### src/rtl/packet_route_fifo_if.sv
// Handshake bundle between the bit slicer, the route FIFO and its four consumers.
interface packet_route_fifo_if #(
    parameter int unsigned DATA_W = 7,
    parameter int unsigned ADDR_W = 4
);
    logic              in_valid;
    logic              in_ready;
    logic [DATA_W-1:0] in_data;
    logic [ADDR_W-1:0] in_addr;
    logic [3:0]        out_valid;
    logic [3:0]        out_ready;
    logic [DATA_W-1:0] out_data;
    logic [ADDR_W-1:0] out_addr;

    // FIFO side
    modport slave (
        input  in_valid, in_data, in_addr, out_ready,
        output in_ready, out_valid, out_data, out_addr
    );

    // Producer/consumer side
    modport master (
        output in_valid, in_data, in_addr, out_ready,
        input  in_ready, out_valid, out_data, out_addr
    );
endinterface

### src/rtl/packet_route_fifo.sv
// Route FIFO: buffers {addr, data} transfers and steers the head entry to
// one of four ports chosen by the top two address bits, counting deliveries.
module packet_route_fifo #(
    parameter int unsigned DATA_W = 7,
    parameter int unsigned ADDR_W = 4,
    parameter int unsigned DEPTH  = 4
) (
    input  logic                       i_clk,
    input  logic                       i_reset,
    packet_route_fifo_if.slave         bus,
    output logic [$clog2(DEPTH):0]     o_level,
    output logic [31:0]                o_pkt_cnt
);
    localparam int unsigned PTR_W   = $clog2(DEPTH);
    localparam int unsigned LVL_W   = PTR_W + 1;
    localparam int unsigned ENTRY_W = ADDR_W + DATA_W;
    localparam int unsigned NPORT   = 4;
    localparam int unsigned CNT_W   = 8;

    logic [ENTRY_W-1:0] r_mem [DEPTH];
    logic [PTR_W-1:0]   r_wp;
    logic [PTR_W-1:0]   r_rp;
    logic [LVL_W-1:0]   r_level;
    logic [CNT_W-1:0]   r_cnt [NPORT];

    logic               w_in_ready;
    logic               w_push;
    logic               w_pop;
    logic [ENTRY_W-1:0] w_head;
    logic [1:0]         w_port;
    logic [NPORT-1:0]   w_out_valid;

    // Head decode and handshake qualifiers; only registered state feeds ready/valid
    always_comb begin
        w_in_ready  = !i_reset && (r_level != LVL_W'(DEPTH));
        w_push      = bus.in_valid && w_in_ready;
        w_head      = r_mem[r_rp];
        w_port      = w_head[ENTRY_W-1 -: 2];
        w_out_valid = '0;
        if (r_level != '0) begin
            w_out_valid = NPORT'(1) << w_port;
        end
        w_pop       = |(w_out_valid & bus.out_ready);
    end

    // Payload storage; contents survive reset, only pointers are cleared
    always_ff @(posedge i_clk) begin
        if (w_push) begin
            r_mem[r_wp] <= {bus.in_addr, bus.in_data};
        end
    end

    // Pointer and occupancy bookkeeping
    always_ff @(posedge i_clk) begin
        if (i_reset) begin
            r_wp    <= '0;
            r_rp    <= '0;
            r_level <= '0;
        end else begin
            if (w_push) begin
                r_wp <= r_wp + PTR_W'(1);
            end
            if (w_pop) begin
                r_rp <= r_rp + PTR_W'(1);
            end
            if (w_push && !w_pop) begin
                r_level <= r_level + LVL_W'(1);
            end else if (w_pop && !w_push) begin
                r_level <= r_level - LVL_W'(1);
            end
        end
    end

    // Per-port saturating delivery counters
    always_ff @(posedge i_clk) begin
        if (i_reset) begin
            for (int p = 0; p < int'(NPORT); p++) begin
                r_cnt[p] <= '0;
            end
        end else if (w_pop) begin
            for (int p = 0; p < int'(NPORT); p++) begin
                if ((w_port == 2'(p)) && (r_cnt[p] != {CNT_W{1'b1}})) begin
                    r_cnt[p] <= r_cnt[p] + CNT_W'(1);
                end
            end
        end
    end

    assign bus.in_ready  = w_in_ready;
    assign bus.out_valid = w_out_valid;
    assign bus.out_data  = w_head[DATA_W-1:0];
    assign bus.out_addr  = w_head[ENTRY_W-1:DATA_W];
    assign o_level       = r_level;
    assign o_pkt_cnt     = {r_cnt[3], r_cnt[2], r_cnt[1], r_cnt[0]};
endmodule
### src/flat_wrapper.sv
// flat-port wrapper written by rule: the top's interface ports become plain ports
module packet_route_fifo_flat 
#(
    parameter int unsigned DATA_W = 7,
    parameter int unsigned ADDR_W = 4,
    parameter int unsigned DEPTH  = 4
)
  (i_clk, i_reset, o_level, o_pkt_cnt, bus_in_valid, bus_in_data, bus_in_addr, bus_out_ready, bus_in_ready, bus_out_valid, bus_out_data, bus_out_addr);
  packet_route_fifo_if #(.DATA_W(DATA_W), .ADDR_W(ADDR_W)) bus_i ();
  input  logic i_clk;
  input  logic i_reset;
  output logic [$clog2(DEPTH):0] o_level;
  output logic [31:0] o_pkt_cnt;
  input wire logic [$bits(bus_i.in_valid)-1:0] bus_in_valid;
  input wire logic [$bits(bus_i.in_data)-1:0] bus_in_data;
  input wire logic [$bits(bus_i.in_addr)-1:0] bus_in_addr;
  input wire logic [$bits(bus_i.out_ready)-1:0] bus_out_ready;
  output wire logic [$bits(bus_i.in_ready)-1:0] bus_in_ready;
  output wire logic [$bits(bus_i.out_valid)-1:0] bus_out_valid;
  output wire logic [$bits(bus_i.out_data)-1:0] bus_out_data;
  output wire logic [$bits(bus_i.out_addr)-1:0] bus_out_addr;
  assign bus_i.in_valid = bus_in_valid;
  assign bus_i.in_data = bus_in_data;
  assign bus_i.in_addr = bus_in_addr;
  assign bus_i.out_ready = bus_out_ready;
  assign bus_in_ready = bus_i.in_ready;
  assign bus_out_valid = bus_i.out_valid;
  assign bus_out_data = bus_i.out_data;
  assign bus_out_addr = bus_i.out_addr;
  packet_route_fifo #(.DATA_W(DATA_W), .ADDR_W(ADDR_W), .DEPTH(DEPTH)) u_core (.i_clk(i_clk), .i_reset(i_reset), .bus(bus_i), .o_level(o_level), .o_pkt_cnt(o_pkt_cnt));
endmodule
### config.mk
export PLATFORM = sky130hd
export DESIGN_NAME = packet_route_fifo_flat
export DESIGN_NICKNAME = d
export VERILOG_FILES = /design/src/rtl/packet_route_fifo_if.sv /design/src/rtl/packet_route_fifo.sv /design/src/flat_wrapper.sv
export SDC_FILE = /design/constraint.sdc
export NUM_CORES = 1
export LEC_CHECK = 0
export ABC_CLOCK_PERIOD_IN_PS = 5350
export CAP_MARGIN = 40
export CELL_PAD_IN_SITES_DETAIL_PLACEMENT = 1
export CELL_PAD_IN_SITES_GLOBAL_PLACEMENT = 2
export CORE_ASPECT_RATIO = 0.8
export CORE_MARGIN = 2
export CORE_UTILIZATION = 47
export DETAILED_ROUTE_END_ITERATION = 8
export DONT_BUFFER_PORTS = 1
export HOLD_SLACK_MARGIN = 0.05
export PLACE_DENSITY = 0.9
export SLEW_MARGIN = 0
export SYNTH_ARGS = -nofsm -noshare
export SYNTH_HDL_FRONTEND = slang
export SYNTH_SLANG_ARGS = --single-unit
### constraint.sdc
create_clock -name i_clk -period 5.35 [get_ports i_clk]
set_clock_uncertainty 0.15 [all_clocks]
set_input_delay 1.605 -clock i_clk [delete_from_list [all_inputs] [get_ports i_clk]]
set_output_delay 1.605 -clock i_clk [all_outputs]
set_load 0.02 [all_outputs]
* Word-level counts from Yosys, hierarchy flattened *
Memories as Yosys holds them, arrays and structs flattened. A register that Yosys moved wholly into a read port is not among the register bits.
Cells that the tools add are included.

word-level totals
  word-level logic and storage cells = 71
  output and inout bits = 51
  flip-flop bits (word level) = 7
  memory bits (writable) = 76
  input bits = 18
  memories kept = 2

cells by class
  bitwise logic cells = 5
  equal/unequal tests = 8
  add/subtract/negate cells = 8
  shift-type cells = 1
  reductions and logical operators = 15
  muxes and demuxes = 29

memories
  memory        words  width  read ports  clocked after Yosys merged registers in  write ports  line                     RTL
  u_core.r_mem  4      11     1           1                                        1            packet_route_fifo.sv:20  logic [ENTRY_W-1:0] r_mem [DEPTH];
  u_core.r_cnt  4      8      4           0                                        4            packet_route_fifo.sv:24  logic [CNT_W-1:0] r_cnt [NPORT];

operators by type and width
  cell                                                                 count
  8-bit by 1-bit adder with 8-bit output (second input constant)       4
  8-bit two-way mux                                                    4
  8-bit inequality test (second input constant)                        4
  1-bit two-way mux                                                    20
  1-bit logical AND                                                    8
  3-bit two-way mux                                                    2
  2-bit by 1-bit adder with 2-bit output (second input constant)       2
  4-bit bitwise AND                                                    1
  2-bit == test (second input constant)                                2
  2-bit two-way mux                                                    2
  4-bit two-way mux                                                    1
  1-bit bitwise OR                                                     4
  4-bit OR reduction                                                   1
  1-bit by 2-bit << shifter with 4-bit output (first input constant)   1
  3-bit by 1-bit adder with 3-bit output (second input constant)       1
  1-bit logical NOT                                                    3
  3-bit inequality test (second input constant)                        1
  3-bit nonzero test                                                   1
  3-bit by 1-bit subtractor with 3-bit output (second input constant)  1
  2-bit by 1-bit == test with 1-bit output (second input constant)     1
  2-bit logical NOT                                                    1
  2-bit nonzero test                                                   1

* Logic depth before layout (Yosys ltp) *
  depth in word-level cells = 8
  gate-level depth with buffers = 11
  depth with buffers taken out = 10

* Least setup slack after synthesis *
OpenSTA, ideal clock, no wires.

  path kind = input to output
  start point = input port i_reset
  end point = output port bus_in_ready
  required time = 3.595 ns
  arrival time = 2.399 ns
  cell stages on the path = 3
  path buffers = 2
  path slack = 1.196 ns
  cell sequence = clkbuf_1 clkbuf_1 a21oi_1

on the way
  longest elaborated chain between the ends = 2

ends and longest elaborated chain
  element            line                     RTL
  start, declared    flat_wrapper.sv:11       input logic i_reset;
  1-bit logical NOT  packet_route_fifo.sv:35  w_in_ready = !i_reset && (r_level != LVL_W'(DEPTH));
  1-bit logical AND  packet_route_fifo.sv:35
  end, declared      flat_wrapper.sv:18       output wire logic [$bits(bus_i.in_ready)-1:0] bus_in_ready;

No other way between the ends.

==> results.toml <==
[detailed_routing]
number_of_remaining_drc_errors = 0
ant_nets = 0
initialDrtViolationCount = 87
1st_pass_router_iterations = 6
drt-vias-per-instance = 5.635
postRouteWirelength_um = 7423
dr_total_vias = 2192
detail_route.wl_per_cell_um = 19.08

[synth]
synth_warnings = 0
synth_seq_area_share_pct = 62.56
synth_top_family_by_area = "simple AND/OR/NAND/NOR gates"
synth_compound_area_share_pct = 2.257
synth-edff-count = 76
postSynthCellCount = 270
synth_xor_area_share_pct = 6.008
netlist-cell-type-count = 42
synth.area.mux_share_pct = 9.313
synth-adder-area-share_pct = 3.369
yosys.area.top_type = "sky130_fd_sc_hd__edfxtp_1"
synth_most_common_cell = "sky130_fd_sc_hd__edfxtp_1"
most_common_library_cells_after_synthesis = "76 x sky130_fd_sc_hd__edfxtp_1, 43 x sky130_fd_sc_hd__nor2_1, 16 x sky130_fd_sc_hd__nand3_1, 14 x sky130_fd_sc_hd__xor2_1, 13 x sky130_fd_sc_hd__xnor2_1"
syn_area_per_cell_sq_um = 14.58
synth_flop_cell = "sky130_fd_sc_hd__edfxtp_1"
ys_top_cells_by_area = "sky130_fd_sc_hd__edfxtp_1 58%, sky130_fd_sc_hd__mux4_1 5.3%, sky130_fd_sc_hd__dfxtp_1 4.6%, sky130_fd_sc_hd__nor2_1 4.1%, sky130_fd_sc_hd__xor2_1 3.1%"
synthDominantCellAreaShare_pct = 57.98
synthSimpleGateAreaFrac_pct = 14.46
asyncSetResetFlopFracSynth_pct = 0
synth.cell_area_sq_mm = 0.003936
synth_nets = 298
synth_seq_cells = 85

[sta]
finalWorstPathRequiredPeriod_ps = 4290
setup_tns_ps = 0
worstMarginPinSlew_ps = 664.0
rsz0062_at_grt = "false"
final-setup-viol-count = 0
worst_hold_slack_ps = 418.8
max_clock_freq_ghz = 0.2331
layout_worst_path_cycle_share_pct = 80.19
timing_hold_violations_final = 0
timing.max_slew.rel_slack_pct = 55.39
finalMaxSlewViolations = 0

[pwr]
clock_power_share_pct = 28.1
sequentialPowerShare_pct = 52.2
peakVddDrop_v = 0.0001464
p_sw_mw = 0.5822
cellInternalPower_mw = 1.206
total_leakage_power_nw = 1.441
power_density_cells_mw_per_mm2 = 420.3
switching_share_pct = 32.56
power.combinational.fraction_pct = 19.7

[critical_path]
crit_path_max_incr_delay_ps = 820
worst-path-buf-inv = 0
cp_max_fo = 11
cp.arrival_ps = 2540
worst_ep_required_time_ps = 3600
worst_path_max_delay_cell = "sky130_fd_sc_hd__mux4_2"
end_kind = "output port"
setup.worst_path.class = "flip-flop to output port"
critPathTopFamily = "multiplexers"
worstSetupStartpointType = "flip-flop"
path_cells = "mux4_2 -> nor3_1"

[layout]
design.final.nets = 304
antennaDiodeCount = 0
area_added_between_synthesis_and_finish_pct = 8.106
post_route_cells_drive_above_1_share_pct = 12.46

[floorplan]
core_sq_mm = 0.008019
io_pins = 69
dieHeight_um = 85.86
start_util_pct = 49.09
die_area_sq_mm = 0.009128
cell_row_count = 29
chipWidth_um = 106.3

[clock_network]
cts_hold_buf = 0
post_cts_resize_count = 0
h-tree-depth = 3
cts_tree = "done"
clkSlewWorstSetupHoldPaths_ps = 90
numCtsBuffers = 9
cts_setup_buffers = 0
cts_max_path_buffers = 2
clock-root-buffer = "sky130_fd_sc_hd__clkbuf_8"
insertion_delay_ps = 360
clock_sink_count = 85

[grt]
sum_of_overflow_across_all_layers_after_global_routing = 0
grt_pass1_wl_um = 12150
grt_start_max_net_pins = 19
antenna_found_initial = 0
first_global_vias = 2263
grt_use_total_pct = 17.70

[min_path]
holdCritStartpoint = "u_core.r_wp[1]"
min-delay-path-class = "flip-flop to flip-flop"

[place]
place_congestion = 0.7521
place_hpwl_um = 5290
io_buffers = 0

[job]
maxCapViolations = 0

[status]
run_status = "finished clean"
## layout make-up
cell class / instances / area [sq um]
Clock buffer: 9 / 123.9
Tap cell: 108 / 135.1
Inverter: 9 / 33.78
Multi-Input combinational cell: 170 / 1394
Sequential cell: 85 / 2462
Fill cell: 795 / 3764
Clock inverter: 7 / 98.84
Timing Repair Buffer: 1 / 7.507
## layout by cell type, fill, tap and decap left out, types with 8 or more instances in the layout
master,instances
sky130_fd_sc_hd__mux4_1,8
sky130_fd_sc_hd__inv_1,9
sky130_fd_sc_hd__nand3_1,16
sky130_fd_sc_hd__xor2_1,14
sky130_fd_sc_hd__ha_1,9
sky130_fd_sc_hd__dfxtp_1,9
sky130_fd_sc_hd__xnor2_1,13
sky130_fd_sc_hd__edfxtp_1,76
sky130_fd_sc_hd__nor2_1,43
sky130_fd_sc_hd__clkbuf_8,9
## layer usage
layer	wire length, um	vias up	GRT usage [%]
met3	542	11	8.055
met1	3311	1105	22.76
met4	112	0	5.144
met5	0	-	0
met2	3455	60	27.27
li1	-	1016	-
## cell families after synthesis
logic type | Yosys count
AO/OA/AOI/OAI | 11
multiplexers | 17
adder cells (fa/ha/maj) | 10
AND/OR/NAND/NOR | 105
buffers and inverters | 15
XOR/XNOR | 27
flip-flops | 85
## worst reg2reg max path, delay by kind of cell, from the launching register on
kind	cells	cell delay, ps
AO/OA/AOI/OAI	2	310
flip-flops	1	720
AND/OR/NAND/NOR	1	340
adder cells (fa/ha/maj)	2	560
XOR/XNOR	1	160
multiplexers	2	1110
buffers and inverters	2	150
## power groups by stage
stage | logic, mW | registers [mW] | clock network [mW]
after global placement | 0.342 | 0.946 | 0
after detailed placement | 0.351 | 0.951 | 0
after CTS | 0.358 | 0.936 | 0.514
after global routing | 0.387 | 0.949 | 0.535
after floorplan | 0.313 | 0.913 | 0
final | 0.353 | 0.933 | 0.503
## final timing paths
kind,cells after the start,slack (ps),to
max reg2reg,10,1780,u_core.o_level[2]
max,2,1060,bus_out_valid[0]
min,2,420,u_core.r_wp[1]
min reg2reg,2,420,u_core.r_wp[1]
## per-stage QoR
| stage | utilization [%] | worst slack [ps] | instance area, sq um | power, mW | instances |
|---|---|---|---|---|---|
| 2_1_floorplan | - | 1196 | 3936 | 1.226 | 270 |
| 3_3_place_gp | 50.29 | 1433 | 4033 | 1.289 | 373 |
| 3_5_place_dp | 50.29 | 1394 | 4033 | 1.302 | 373 |
| 4_1_cts | 53.07 | 991.0 | 4255 | 1.807 | 389 |
| 5_1_grt | 53.07 | 935.2 | 4255 | 1.871 | 389 |
| 6_report | 53.07 | 1060 | 4255 | 1.788 | 389 |
## state kept, by name (all words and copies together), names as in the netlist, named ones only
| register | count |
|---|---|
| u_core.r_wp | 2 |
| u_core.r_rp | 2 |
| u_core.r_mem | 44 |
| u_core.o_level | 3 |
| u_core.r_cnt | 32 |
No activity file was read; power rests on OpenSTA's default activity.
